$ cat config.mk
export PLATFORM = sky130hd
export DESIGN_NAME = state_write
export DESIGN_NICKNAME = d
export VERILOG_FILES = /design/src/rtl/state_write.sv
export SDC_FILE = /design/constraint.sdc
export NUM_CORES = 1
export LEC_CHECK = 0
export BUFFER_PORTS_ARGS = -buffer_cell sky130_fd_sc_hd__buf_2
export CAP_MARGIN = 0
export CELL_PAD_IN_SITES_DETAIL_PLACEMENT = 1
export CELL_PAD_IN_SITES_GLOBAL_PLACEMENT = 1
export CORE_ASPECT_RATIO = 0.5
export CORE_UTILIZATION = 30
export DETAILED_ROUTE_END_ITERATION = 10
export HOLD_SLACK_MARGIN = 0.02
export PLACE_DENSITY_LB_ADDON = 0.1
export SLEW_MARGIN = 20
export SYNTH_ARGS = -nofsm -noshare
export SYNTH_HDL_FRONTEND = slang
export SYNTH_SLANG_ARGS = --single-unit
$ cat constraint.sdc
create_clock -name clock -period 2.5 [get_ports clock]
set_input_delay 0.5 -clock clock [delete_from_list [all_inputs] [get_ports clock]]
set_output_delay 0.5 -clock clock [all_outputs]
set_load 0.01 [all_outputs]
$ cat src/rtl/state_write.sv
`default_nettype none
// ============================================================================
//  Module      : state_write
//  Description : Pixel-plot request buffer with a full-screen fill engine.
//                Requests are queued in a small FIFO and written one per
//                cycle. A fill request drains the queue first, then sweeps
//                every on-screen address with the captured fill colour.
//  Revision    : 1.0 - initial release
// ============================================================================
module state_write #(
    parameter int FIFO_DEPTH = 4,
    parameter int X_MAX      = 160,
    parameter int Y_MAX      = 120
) (
    input  logic        clock,
    input  logic        resetn,
    input  logic [7:0]  x_in,
    input  logic [6:0]  y_in,
    input  logic [2:0]  color_in,
    input  logic        plot,
    output logic        ready,
    input  logic        fill,
    input  logic [2:0]  fill_color,
    output logic [14:0] address,
    output logic [2:0]  data,
    output logic        wren,
    output logic        busy,
    output logic        done
);

    typedef enum logic [1:0] {
        S_IDLE  = 2'd0,
        S_DRAIN = 2'd1,
        S_FILL  = 2'd2,
        S_DONE  = 2'd3
    } state_t;

    localparam int             AW       = $clog2(FIFO_DEPTH);
    localparam int             CW       = AW + 1;
    localparam logic [CW-1:0]  C_FULL   = CW'(FIFO_DEPTH);
    localparam logic [8:0]     C_X_LIM  = 9'(X_MAX);
    localparam logic [7:0]     C_Y_LIM  = 8'(Y_MAX);
    localparam logic [7:0]     C_X_LAST = 8'(X_MAX - 1);
    localparam logic [6:0]     C_Y_LAST = 7'(Y_MAX - 1);

    state_t          r_state;
    logic            r_fill_pending;
    logic [2:0]      r_fill_col;
    logic [7:0]      r_fx;
    logic [6:0]      r_fy;

    logic [17:0]     r_mem [FIFO_DEPTH];
    logic [AW-1:0]   r_wr_ptr;
    logic [AW-1:0]   r_rd_ptr;
    logic [CW-1:0]   r_count;

    logic            w_empty;
    logic            w_full;
    logic            w_in_range;
    logic            w_push;
    logic            w_pop;
    logic [17:0]     w_head;

    assign w_empty    = (r_count == '0);
    assign w_full     = (r_count == C_FULL);
    assign w_in_range = ({1'b0, x_in} < C_X_LIM) && ({1'b0, y_in} < C_Y_LIM);
    // Out-of-range requests are still accepted, they just never enter the queue.
    assign w_push     = plot && ready && w_in_range;
    assign w_pop      = ((r_state == S_IDLE) || (r_state == S_DRAIN)) && !w_empty;
    assign w_head     = r_mem[r_rd_ptr];

    // ready depends on registered state only, never on plot.
    assign ready = ((r_state == S_IDLE) || (r_state == S_DRAIN)) && !r_fill_pending && !w_full;
    assign busy  = (r_state == S_DRAIN) || (r_state == S_FILL);

    // FIFO storage; no reset needed since occupancy is tracked by r_count.
    always_ff @(posedge clock) begin
        if (w_push) begin
            r_mem[r_wr_ptr] <= {x_in, y_in, color_in};
        end
    end

    // FIFO pointers and occupancy; simultaneous push and pop leaves count unchanged.
    always_ff @(posedge clock or negedge resetn) begin
        if (!resetn) begin
            r_wr_ptr <= '0;
            r_rd_ptr <= '0;
            r_count  <= '0;
        end else begin
            if (w_push) r_wr_ptr <= r_wr_ptr + AW'(1);
            if (w_pop)  r_rd_ptr <= r_rd_ptr + AW'(1);
            case ({w_push, w_pop})
                2'b10:   r_count <= r_count + CW'(1);
                2'b01:   r_count <= r_count - CW'(1);
                default: r_count <= r_count;
            endcase
        end
    end

    // Control FSM with registered memory-side outputs.
    always_ff @(posedge clock or negedge resetn) begin
        if (!resetn) begin
            r_state        <= S_IDLE;
            r_fill_pending <= 1'b0;
            r_fill_col     <= 3'd0;
            r_fx           <= 8'd0;
            r_fy           <= 7'd0;
            address        <= 15'd0;
            data           <= 3'd0;
            wren           <= 1'b0;
            done           <= 1'b0;
        end else begin
            wren <= 1'b0;
            done <= 1'b0;
            case (r_state)
                S_IDLE: begin
                    if (fill && !r_fill_pending) begin
                        r_fill_pending <= 1'b1;
                        r_fill_col     <= fill_color;
                    end
                    if (w_pop) begin
                        address <= {w_head[17:10], w_head[9:3]};
                        data    <= w_head[2:0];
                        wren    <= 1'b1;
                    end
                    if (r_fill_pending) begin
                        if (!w_empty) begin
                            r_state <= S_DRAIN;
                        end else begin
                            r_state        <= S_FILL;
                            r_fill_pending <= 1'b0;
                            r_fx           <= 8'd0;
                            r_fy           <= 7'd0;
                        end
                    end
                end
                S_DRAIN: begin
                    if (w_pop) begin
                        address <= {w_head[17:10], w_head[9:3]};
                        data    <= w_head[2:0];
                        wren    <= 1'b1;
                    end else begin
                        r_state        <= S_FILL;
                        r_fill_pending <= 1'b0;
                        r_fx           <= 8'd0;
                        r_fy           <= 7'd0;
                    end
                end
                S_FILL: begin
                    // y is the inner loop; counters stop at the last pixel.
                    address <= {r_fx, r_fy};
                    data    <= r_fill_col;
                    wren    <= 1'b1;
                    if (r_fy == C_Y_LAST) begin
                        r_fy <= 7'd0;
                        if (r_fx == C_X_LAST) begin
                            r_state <= S_DONE;
                        end else begin
                            r_fx <= r_fx + 8'd1;
                        end
                    end else begin
                        r_fy <= r_fy + 7'd1;
                    end
                end
                S_DONE: begin
                    done    <= 1'b1;
                    r_state <= S_IDLE;
                end
                default: begin
                    r_state <= S_IDLE;
                end
            endcase
        end
    end

endmodule
`default_nettype wire

* Yosys cells after proc, flatten, opt, wreduce, memory -nomap -nowiden *
Memory sizes are Yosys's and may differ from the RTL's.
Index checks and enable logic that the tools add are counted.

word-level totals
  bits in writable memories = 72
  output and inout port bits = 22
  logic and storage cells = 93
  register bits = 48
  memories kept = 1

operators by class
  mux-type cells = 32
  add/subtract/negate cells = 6
  reduce and logical (&&, ||, !) cells = 25
  magnitude comparators = 2
  equal/unequal tests = 15

memory list
  memory  words  bits a word  rd ports  clocked after memory_dff  write ports  line  source
  r_mem   4      18           1         0                         1            52    logic [17:0] r_mem [FIFO_DEPTH];

operators with widths
  operator                                                         number
  8-bit two-way mux                                                5
  15-bit case mux with 2 select lines                              1
  7-bit two-way mux                                                4
  8-bit case mux with 3 select lines                               1
  7-bit case mux with 3 select lines                               1
  15-bit two-way mux                                               1
  3-bit case mux with 2 select lines                               2
  2-bit two-way mux                                                5
  8-bit by 1-bit adder with 8-bit output, second input constant    1
  8-bit == test, second input constant                             1
  8-bit < comparator, second input constant                        1
  1-bit two-way mux                                                8
  2-bit != test, second input constant                             4
  2-bit case mux with 4 select lines                               1
  4-bit AND reduction                                              2
  7-bit by 1-bit adder with 7-bit output, second input constant    1
  7-bit == test, second input constant                             1
  1-bit logical AND                                                7
  7-bit < comparator, second input constant                        1
  2-bit == test, second input constant                             3
  2-bit by 1-bit != test with 1-bit output, second input constant  3
  2-bit AND reduction                                              3
  6-bit AND reduction                                              1
  2-bit nonzero test                                               3
  other kinds (13)                                                 19

* Depth between registers and ports, before layout *
Gate-level depths: netlist of run 1.

  depth after elaboration = 8
  mapped depth = 13
  mapped depth without buffers = 13

* Worst setup path after synthesis of run 1 *
Ideal clock, no wire load.

  kind = reg2reg
  start point = register r_state[1]
  end point = register r_count[2]
  cell stages (with the launch flop) = 14
  buffers on the path = 0
  period minus slack after synthesis = 2.711 ns
  slack = -0.211 ns
  data required time = 2.374 ns
  arrival = 2.586 ns
  path through = dfrtp_1 > inv_1 > ha_1 > nor2_1 > a311oi_1 > nand3_1 > a41oi_1 > inv_1 > ha_1 > inv_1 > fa_1 > xor2_1 > nor2_1 > xor2_1

on the way
  word-level cells in the longest chain between the ends = 8
  elaborated cells between the ends (all ways) = 12

RTL lines
  item                                                                                line  source
  start: declaration                                                                  46    state_t r_state;
  start signal: assignment                                                            103   r_state <= S_IDLE;
  start signal: assignment                                                            128   r_state <= S_DRAIN;
  start signal: assignment                                                            130   r_state <= S_FILL;
  2-bit by 1-bit == test with 1-bit output / 2-bit zero test (equally long branches)  73    assign ready = ((r_state == S_IDLE) || (r_state == S_DRAIN)) && !r_fill_pending && !w_full;
  1-bit logical OR *                                                                  73
  1-bit logical AND * (2 in series)                                                   73
  net ready                                                                           21    output logic ready,
  1-bit logical AND * (2 in series)                                                   68    assign w_push = plot && ready && w_in_range;
  2-bit by 1-bit == test with 1-bit output / 2-bit == test (equally long branches)    92    case ({w_push, w_pop})
  3-bit case mux with 2 select lines / 2-bit nonzero test (equally long branches)     --
  end signal: assignment                                                              93    2'b10: r_count <= r_count + CW'(1);
  end signal: assignment                                                              94    2'b01: r_count <= r_count - CW'(1);
  end signal: assignment                                                              95    default: r_count <= r_count;
  end: declaration                                                                    55    logic [CW-1:0] r_count;

Mark *: on every way through the listed nets, which the timed path passes. The rest lies on a longest branch.
A chain may end at the register's enable or synchronous reset.

* Final worst setup path of run 1 *
  start point = register r_state[0]
  end point = register r_fy[5]

on the way
  word-level cells in the longest chain between the ends = 5
  elaborated cells between the ends (all ways) = 11

RTL lines
  item                                                                                line  source
  2-bit by 1-bit == test with 1-bit output / 2-bit zero test (equally long branches)  69    assign w_pop = ((r_state == S_IDLE) || (r_state == S_DRAIN)) && !w_empty;
  1-bit logical OR *                                                                  69
  1-bit logical AND *                                                                 69
  net w_pop                                                                           61    logic w_pop;
  2-bit != test (no source line) *                                                    --
  4-bit AND reduction (no source line) *                                              --
  end signal: assignment                                                              162   r_fy <= r_fy + 7'd1;
  end: declaration                                                                    50    logic [6:0] r_fy;

Marked as above.

==> impl_metrics.env, run 1 <==
export IMPL_status="finished clean"
export IMPL_worstPathRequired_ns=2.84
export IMPL_grt_pass1_wl_mm=19.7
export IMPL_die_area_um2=17700
export IMPL_maxSlewViolCount=0
export IMPL_dp_cells=629
export IMPL_slew_headroom=0.407
export IMPL_synth_common_cells="edfxtp_1, dfrtp_1, nor2_1, a21oi_1, nand2_1"
export IMPL_hpwl_mm=8.61
export IMPL_synth_top_cell_by_area="edfxtp_1"
export IMPL_wl_per_cell_um=18.7
export IMPL_synthArstFlopShare=0.400
export IMPL_worst_r2r_endpoint="r_fy[5]"
export IMPL_end_kind="flip-flop"
export IMPL_cp_startpoint="r_state[0]"
export IMPL_cts_root_buffer="clkbuf_16"
export IMPL_area_delta_synth_final_pct=25.9
export IMPL_reg2reg_slack_ns=0.06
export IMPL_r2r_cells=9
export IMPL_coreArea_um2=16600
export IMPL_nFillCells=1711
export IMPL_cts_tree="done"
export IMPL_tightest_slew_ns=0.890
export IMPL_clk_path_buf_depth=2
export IMPL_netlist_area_leader_share=0.420
export IMPL_setup_tns_ns=0
export IMPL_cts_sink_count=120
export IMPL_fin_util=0.392
export IMPL_io_buffers=46
export IMPL_setup_slack_ns=0.0597
export IMPL_synthTopCellsByArea="edfxtp_1, dfrtp_1, mux4_2, mux2i_1, ha_1"
export IMPL_drc=0
export IMPL_crit_type="reg -> reg"
export IMPL_clock_skew_final_ns=0.00883
export IMPL_antenna_left=0
export IMPL_cts_made_buffers=17
export IMPL_diodes=0
export IMPL_grt_pass1_vias=3319
export IMPL_synth_cell_types=48
export IMPL_boundaryPins=47
export IMPL_drt_iter0_drc=129
export IMPL_gp_congestion=0.756
export IMPL_syn_area_um2=5150
export IMPL_preCtsSetupSlack_ns=0.00862
export IMPL_grt_max_degree=41
export IMPL_ys_ff_latch=120
export IMPL_holdWs_ns=0.208
export IMPL_p_total_mw=4.69
export IMPL_cp_data_arrival_time_ns=2.78
export IMPL_syn_nets=386
export IMPL_period_share=0.976
export IMPL_synth_edf_count=72
export IMPL_die_w_um=187
export IMPL_viasPerCell=4.80
export IMPL_hold_class="in -> async"
export IMPL_setup_viol=0
export IMPL_critical_path_endpoint="r_fy[5]"
export IMPL_cts_clk_slew_worst_paths_ns=0.06
export IMPL_fmax_mhz=410
export IMPL_avgSynthCellArea_um2=14.8
export IMPL_multi_input_area_um2=1770
export IMPL_p_per_area_nw_per_um2=724
export IMPL_critPathLaunchType="flip-flop"
export IMPL_synth_seq_area_share=0.653
export IMPL_leakage_nw=2.70
export IMPL_layout_drive_gt1_share=0.338
export IMPL_post_dp_cell_area_um2=5810
export IMPL_gr_usage_all_layers=0.153
export IMPL_post_synth_top_count_cell="edfxtp_1"
export IMPL_gr_total_overflow=0
export IMPL_fin_area_um2=6490
export IMPL_routed_wl_mm=12.5
export IMPL_dieHeight_um=94.6
export IMPL_final_cells=665
export IMPL_synthFlopType="edfxtp_1"
export IMPL_ir_drop_mv=0.529
export IMPL_initial_core_util=0.311
export IMPL_antenna_found_initial=0
export IMPL_ctsHoldBuffers=0
export IMPL_regArea_um2=3360
export IMPL_yosys_warnings=0
export IMPL_rr_startpoint="r_state[0]"
export IMPL_final_nets=463
export IMPL_path_max_fanout=6
export IMPL_drv_cap=0
export IMPL_hold_viol=0
export IMPL_drtPass1Iterations=4
export IMPL_ctsHtreeMaxLevel=4
export IMPL_vias=3191
export IMPL_core_rowCount=33
export IMPL_layout_min_cycle_time_ns=2.44
export IMPL_syn_inst=348
export IMPL_clock_latency_ns=0.41
## layout make-up
type / instances / area share
inverter: 9 / 0.00559
timing repair buffer: 72 / 0.0656
tap: 227 / 0.0438
sequential: 120 / 0.519
clock inverter: 15 / 0.0280
clock buffer: 17 / 0.0656
multi-input combinational: 205 / 0.273
## cells by family after synthesis
logic type	count (synthesis)	share of synthesized area
XOR/XNOR	6	0.0102
buffers and inverters	23	0.0189
AND/OR/NAND/NOR	90	0.0877
AO/OA/AOI/OAI	55	0.0726
adder cells (fa/ha/maj)	13	0.0330
flip-flops	120	0.653
multiplexers	41	0.124
## critical path, stage by stage, from the launching register on
cell and delay (ns):
dfrtp_2 0.44, inv_4 0.06, ha_4 0.16, buf_4 0.12, buf_4 0.14, o32a_4 0.26
or3_4 0.38, or4_1 0.52, a21oi_2 0.16, a21o_1 0.11
## worst min path at each step
stage / endpoint / startpoint
2_1_floorplan: address[0] / resetn
3_3_place_gp: r_fill_col[0] / r_fill_col[0]
3_5_place_dp: r_fill_col[1] / r_fill_col[1]
4_1_cts: r_wr_ptr[1] / resetn
5_1_grt: r_wr_ptr[0] / resetn
6_report: r_wr_ptr[1] / resetn
## layer usage
| metal | global-route usage | up-vias | wire length (um) |
|---|---|---|---|
| met5 | 0 | - | 0 |
| met4 | 0.0492 | 0 | 129 |
| met3 | 0.0420 | 12 | 324 |
| met2 | 0.230 | 44 | 5550 |
| met1 | 0.213 | 1640 | 6450 |
| li1 | - | 1495 | - |
## power breakdown
group | switching [mW] | total, mW | internal (mW)
logic | 0.0401 | 0.0561 | 0.0159
clock network | 1.02 | 2.53 | 1.52
registers | 0 | 2.10 | 2.10
## layout by cell type (no fill, tap or decap), types with 2 or more instances in the layout
| cell | n |
|---|---|
| xnor2_1 | 3 |
| dfrtp_1 | 47 |
| buf_2 | 46 |
| nand4_1 | 5 |
| a22o_2 | 3 |
| and2_1 | 4 |
| inv_1 | 6 |
| nor3_1 | 6 |
| ha_4 | 2 |
| o211ai_1 | 4 |
| buf_4 | 26 |
| clkbuf_16 | 17 |
| nor3b_1 | 2 |
| mux2i_1 | 19 |
| edfxtp_1 | 72 |
| o21ai_0 | 6 |
| bufinv_16 | 2 |
| nand2_1 | 21 |
| a21oi_2 | 2 |
| mux4_2 | 18 |
| inv_8 | 5 |
| nor2b_1 | 4 |
| inv_6 | 5 |
| nand3_1 | 8 |
| clkinv_4 | 2 |
| and3_1 | 3 |
| a21o_1 | 4 |
| nand2b_1 | 5 |
| inv_2 | 2 |
| ha_1 | 9 |
| mux2_2 | 4 |
| a21oi_1 | 19 |
| nor2_1 | 22 |
| a22o_1 | 2 |
| xor2_1 | 3 |
| a31oi_1 | 6 |
## registers in the layout, indices dropped and copies added, names as in the netlist, 2 cells and up
register,flops
r_fx,8
r_state,2
r_wr_ptr,2
r_fy,7
r_count,3
r_fill_col,3
r_rd_ptr,2
data,3
r_mem,72
address,15
## repair_timing
action | 4_1_cts | 5_1_grt
pin swaps | 1 | 6
resized for setup | 0 | 11
setup endpoints to repair | 1 | 5
setup buffers | 0 | 4
Note: power is estimated with default switching activity, not from simulation.
==> run 2, diff against run 1 <==
Clock period 2.5 ns to 2.4 ns, I/O delays scaled along.
==> run 2 against run 1 <==
The run now ends with setup timing left. Hold slack better by 0.010 ns. Sequential power increased by 4%. Non-clock buffer count shrank 1. Global-route usage is essentially flat. Sequential share of layout area fell by 0.52 points. Die area unchanged. Clock power up 4%. Utilization is 0.39 points higher.
==> impl_metrics.env, run 2 (same netlist as run 1, synthesis figures left out) <==
export IMPL_status="finished with violations"
export IMPL_violations="setup timing"
export IMPL_rsz0062_at_grt="true"
export IMPL_hpwl_mm=8.57
export IMPL_period_share=1.00
export IMPL_antenna_found_initial=0
export IMPL_viasPerCell=4.79
export IMPL_crit_type="reg -> reg"
export IMPL_die_w_um=187
export IMPL_path_max_fanout=4
export IMPL_antenna_left=0
export IMPL_leakage_nw=2.71
export IMPL_grt_pass1_vias=3473
export IMPL_tightest_slew_ns=0.702
export IMPL_dp_cells=629
export IMPL_largest_reg_flops=72
export IMPL_clock_latency_ns=0.41
export IMPL_initial_core_util=0.311
export IMPL_grt_pass1_wl_mm=19.9
export IMPL_maxSlewViolCount=0
export IMPL_drv_cap=0
export IMPL_multi_input_area_um2=1780
export IMPL_cp_data_arrival_time_ns=2.69
export IMPL_regArea_um2=3360
export IMPL_nFillCells=1673
export IMPL_drc=0
export IMPL_cts_tree="done"
export IMPL_crit_top_cell="inv_2"
export IMPL_r2r_cells=13
export IMPL_end_kind="flip-flop"
export IMPL_final_cells=664
export IMPL_cpPeakStageDelay_ns=0.39
export IMPL_layout_drive_gt1_share=0.343
export IMPL_gr_usage_all_layers=0.153
export IMPL_setup_tns_ns=-0.00587
export IMPL_ir_drop_mv=0.481
export IMPL_routed_wl_mm=12.5
export IMPL_worst_r2r_endpoint="r_count[2]"
export IMPL_rr_startpoint="r_state[1]"
export IMPL_boundaryPins=47
export IMPL_hold_viol=0
export IMPL_gr_total_overflow=0
export IMPL_diodes=0
export IMPL_largestRegisters="r_mem x72, address x15, r_fx x8"
export IMPL_io_buffers=46
export IMPL_cts_root_buffer="clkbuf_16"
export IMPL_slowest_stage="dfrtp_1"
export IMPL_wl_per_cell_um=18.9
export IMPL_layout_min_cycle_time_ns=2.41
export IMPL_core_rowCount=33
export IMPL_setup_viol=1
export IMPL_vias=3178
export IMPL_cts_sink_count=120
export IMPL_dieHeight_um=94.6
export IMPL_gp_congestion=0.748
export IMPL_clock_skew_final_ns=0.00958
export IMPL_reg2reg_slack_ns=-0.006
export IMPL_slew_headroom=0.532
export IMPL_clk_path_buf_depth=2
export IMPL_top_register="r_mem"
export IMPL_drtPass1Iterations=4
export IMPL_grt_max_degree=49
export IMPL_final_cell_mix="edfxtp_1, dfrtp_1, buf_2, nor2_1, nand2_1"
export IMPL_hold_class="in -> async"
export IMPL_critical_path_endpoint="r_count[2]"
export IMPL_crit_chain="inv_2 > ha_4 > nor2_4 > a311oi_4 > nand3_2 > a41oi_2 > inv_2 > ha_4 > inv_2 > fa_2 > xor2_1 > nor2_1 > xor2_1"
export IMPL_setup_slack_ns=-0.00587
export IMPL_final_common_cell="edfxtp_1"
export IMPL_die_area_um2=17700
export IMPL_coreArea_um2=16600
export IMPL_p_per_area_nw_per_um2=746
export IMPL_cts_clk_slew_worst_paths_ns=0.06
export IMPL_critPathLaunchType="flip-flop"
export IMPL_final_nets=462
export IMPL_worstPathRequired_ns=2.68
export IMPL_fmax_mhz=416
export IMPL_cp_startpoint="r_state[1]"
export IMPL_area_delta_synth_final_pct=27.2
export IMPL_drt_iter0_drc=137
export IMPL_cts_made_buffers=17
export IMPL_ctsHtreeMaxLevel=4
## run 2: worst min-delay path by stage
stage,startpoint,end,slack (ns),cells past startpoint
after floorplan,resetn,address[0],0.18,0
after global placement,r_fill_col[0],r_fill_col[0],0.49,1
after detailed placement,r_fill_col[0],r_fill_col[0],0.50,1
after CTS,resetn,r_fy[2],0.24,2
after global routing,resetn,r_fx[2],0.26,2
final,resetn,address[1],0.22,2
## run 2: area by class of cell
| cell class | count | area share |
|---|---|---|
| Timing Repair Buffer | 71 | 0.0733 |
| Clock buffer | 18 | 0.0655 |
| Sequential cell | 120 | 0.514 |
| Inverter | 9 | 0.00516 |
| Tap cell | 227 | 0.0434 |
| Multi-Input combinational cell | 205 | 0.271 |
| Clock inverter | 14 | 0.0281 |
## run 2: critical path: cells and delay by family, from the launching register on
| family | cells | cell delay [ns] |
|---|---|---|
| AOI/OAI and AO/OA | 2 | 0.58 |
| xor gates and xnor gates | 2 | 0.27 |
| adders and majority gates | 3 | 0.53 |
| buffers and inverters | 3 | 0.25 |
| DFF | 1 | 0.39 |
| and+or+nand+nor | 3 | 0.24 |
## run 2: timing repair
item,CTS,global route
resized for setup,0,6
hold buffers,0,0
pin swaps,1,10
setup endpoints to repair,1,2
endpoints found under the hold margin,0,0
buffers inserted,0,3
## run 2: metal layers
layer | GRT usage | part of all wire | wire (um) | up-vias
met5 | 0 | 0 | 0 | -
met4 | 0.0369 | 0.0050 | 63 | 0
met3 | 0.0420 | 0.029 | 369 | 6
met2 | 0.240 | 0.46 | 5780 | 37
met1 | 0.211 | 0.50 | 6320 | 1656
li1 | - | - | - | 1479
## run 2: where the power goes
part	internal (mW)	total (mW)	switching (mW)
Combinational	0.0156	0.0563	0.0408
Clock	1.66	2.64	0.978
Sequential	2.19	2.19	0
Total	3.87	4.89	1.02
## run 2: stage by stage
stage / power [mW] / setup slack, ns / area, um^2 / hold WS [ns] / utilization
2_1_floorplan: 2.23 / -0.0234 / 5200 / 0.184 / -
3_3_place_gp: 2.29 / 0.110 / 5880 / 0.490 / 0.355
3_5_place_dp: 2.29 / 0.0249 / 5880 / 0.500 / 0.355
4_1_cts: 4.96 / 0.0425 / 6500 / 0.238 / 0.392
5_1_grt: 5.06 / -0.128 / 6550 / 0.258 / 0.396
6_report: 4.89 / -0.00587 / 6550 / 0.218 / 0.396
==> run 3, diff against run 2 <==
Settings changed: CELL_PAD_IN_SITES_DETAIL_PLACEMENT 1 to 0.
==> run 3 against run 2 <==
Hold slack got worse by 0.020 ns. Sequential power about the same. Highest routed layer unchanged. Final area shrank 1.2%. Via count decreased by 0.53%. Final cell count down 0.15%. Non-clock buffer count down 1. Wire length decreased by 5.0%. The run now ends clean. Die area did not move. Largest power group unchanged. Largest cell class unchanged.
==> impl_metrics.env, run 3 (same netlist as run 1, synthesis figures left out) <==
export IMPL_status="finished clean"
export IMPL_regArea_um2=3360
export IMPL_final_cell_mix="edfxtp_1, dfrtp_1, buf_2, nor2_1, nand2_1"
export IMPL_p_total_mw=4.63
export IMPL_antenna_left=0
export IMPL_dieHeight_um=94.6
export IMPL_cts_root_buffer="clkbuf_16"
export IMPL_p_clk_frac=0.514
export IMPL_diodes=0
export IMPL_drt_iter0_drc=178
export IMPL_post_dp_cell_area_um2=5880
export IMPL_antenna_found_initial=0
export IMPL_crit_type="reg -> reg"
export IMPL_drc=0
export IMPL_grt_pass1_wl_mm=18.6
export IMPL_largestRegisters="r_mem x72, address x15, r_fx x8"
export IMPL_path_max_fanout=4
export IMPL_drv_cap=0
export IMPL_period_share=0.985
export IMPL_ir_drop_mv=0.501
export IMPL_wl_per_cell_um=18.0
export IMPL_gp_congestion=0.748
export IMPL_io_buffers=46
export IMPL_vias=3161
export IMPL_grt_pass1_vias=3246
export IMPL_fin_area_um2=6470
export IMPL_multi_input_area_um2=1770
export IMPL_setup_viol=0
export IMPL_fin_util=0.391
export IMPL_critPathLaunchType="flip-flop"
export IMPL_tightest_slew_ns=0.684
export IMPL_gr_total_overflow=0
export IMPL_r2r_cells=13
export IMPL_power_share_combinational=0.012
export IMPL_rsz0062_at_grt="true"
export IMPL_clk_path_buf_depth=2
export IMPL_final_nets=461
export IMPL_setup_tns_ns=0
export IMPL_cts_clk_slew_worst_paths_ns=0.06
export IMPL_ctsHoldBuffers=0
export IMPL_grt_max_degree=49
export IMPL_swShare=0.215
export IMPL_coreArea_um2=16600
export IMPL_end_kind="flip-flop"
export IMPL_initial_core_util=0.311
export IMPL_cp_data_arrival_time_ns=2.65
export IMPL_clock_skew_final_ns=0.0101
export IMPL_layout_drive_gt1_share=0.335
export IMPL_largest_reg_flops=72
export IMPL_slew_headroom=0.544
export IMPL_routed_wl_mm=11.9
export IMPL_cts_made_buffers=17
export IMPL_die_w_um=187
export IMPL_clock_latency_ns=0.42
export IMPL_nFillCells=1534
export IMPL_die_area_um2=17700
export IMPL_leakage_nw=2.67
export IMPL_worstPathRequired_ns=2.69
export IMPL_fmax_mhz=423
export IMPL_p_sw_uw=997
export IMPL_gr_usage_all_layers=0.145
export IMPL_area_delta_synth_final_pct=25.7
export IMPL_internal_power_mw=3.63
export IMPL_boundaryPins=47
export IMPL_viasPerCell=4.77
export IMPL_ctsHtreeMaxLevel=4
export IMPL_drtPass1Iterations=5
export IMPL_maxSlewViolCount=0
export IMPL_top_register="r_mem"
export IMPL_hold_class="in -> async"
export IMPL_power_share_sequential=0.474
export IMPL_layout_min_cycle_time_ns=2.36
export IMPL_final_common_cell="edfxtp_1"
export IMPL_p_per_area_nw_per_um2=715
export IMPL_hpwl_mm=8.04
export IMPL_cts_sink_count=120
export IMPL_hold_viol=0
export IMPL_cts_tree="done"
export IMPL_core_rowCount=33
[run 3: cell types whose count changed in the layout (fill, tap and decap cells not counted), moves of 2 or more]
cell,delta
inv_6,-4
clkinv_1,+2
bufinv_16,-2
clkinv_2,+2
[run 3: final timing paths]
check	start	end	slack, ns
max	r_state[1]	r_count[2]	0.04
min	resetn	address[2]	0.20
max reg2reg	r_state[1]	r_count[2]	0.04
min reg2reg	r_fill_col[1]	r_fill_col[1]	0.51
max in group asynchronous	resetn	r_state[0]	1.71
min in group clock	color_in[1]	r_mem[3][1]	0.28
[run 3: what timing repair did]
item,CTS,global route
endpoints found under the setup margin,2,3
cloned,0,0
gates resized for setup,0,4
buffers inserted,0,2
pin swaps,1,7
[run 3: final cells by class]
| type | count | area share |
|---|---|---|
| multi-input cells | 205 | 0.273 |
| inverters | 9 | 0.00522 |
| flip-flops and latches | 120 | 0.520 |
| clock buffers | 18 | 0.0663 |
| well taps | 227 | 0.0439 |
| clock inverters | 14 | 0.0189 |
| repair buffers | 70 | 0.0731 |
[run 3: per-stage QoR]
stage          hold slack (ns)  instances  setup WS [ns]
4_1_cts                  0.212        661         0.0134
2_1_floorplan            0.184        348        -0.0234
5_1_grt                  0.240        663         -0.119
3_3_place_gp             0.490        629          0.110
3_5_place_dp             0.499        629        0.00994
6_report                 0.198        663         0.0356
[run 3: routing by layer]
layer	vias to the layer above	GRT usage	wire, um
met3	12	0.0375	344
met5	-	0	0
li1	1474	-	-
met4	0	0.0533	106
met2	54	0.217	5260
met1	1621	0.202	6190
[run 3: power by group through the flow]
stage | sequential [mW] | combinational [mW] | clock, mW
final | 2.19 | 0.0561 | 2.38
after global placement | 2.23 | 0.0572 | 0
after floorplan | 2.23 | 0.000594 | 0
after global routing | 2.19 | 0.0639 | 2.55
after detailed placement | 2.23 | 0.0590 | 0
after CTS | 2.19 | 0.0590 | 2.45
[run 3: critical path: stages, from the launching register on]
cell and delay (ns):
dfrtp_1 0.39, inv_2 0.13, ha_4 0.17, nor2_4 0.04, a311oi_4 0.33, nand3_2 0.13, a41oi_2 0.19, inv_1 0.08
ha_2 0.18, inv_2 0.06, fa_2 0.19, xor2_1 0.14, nor2_1 0.07, xor2_1 0.13
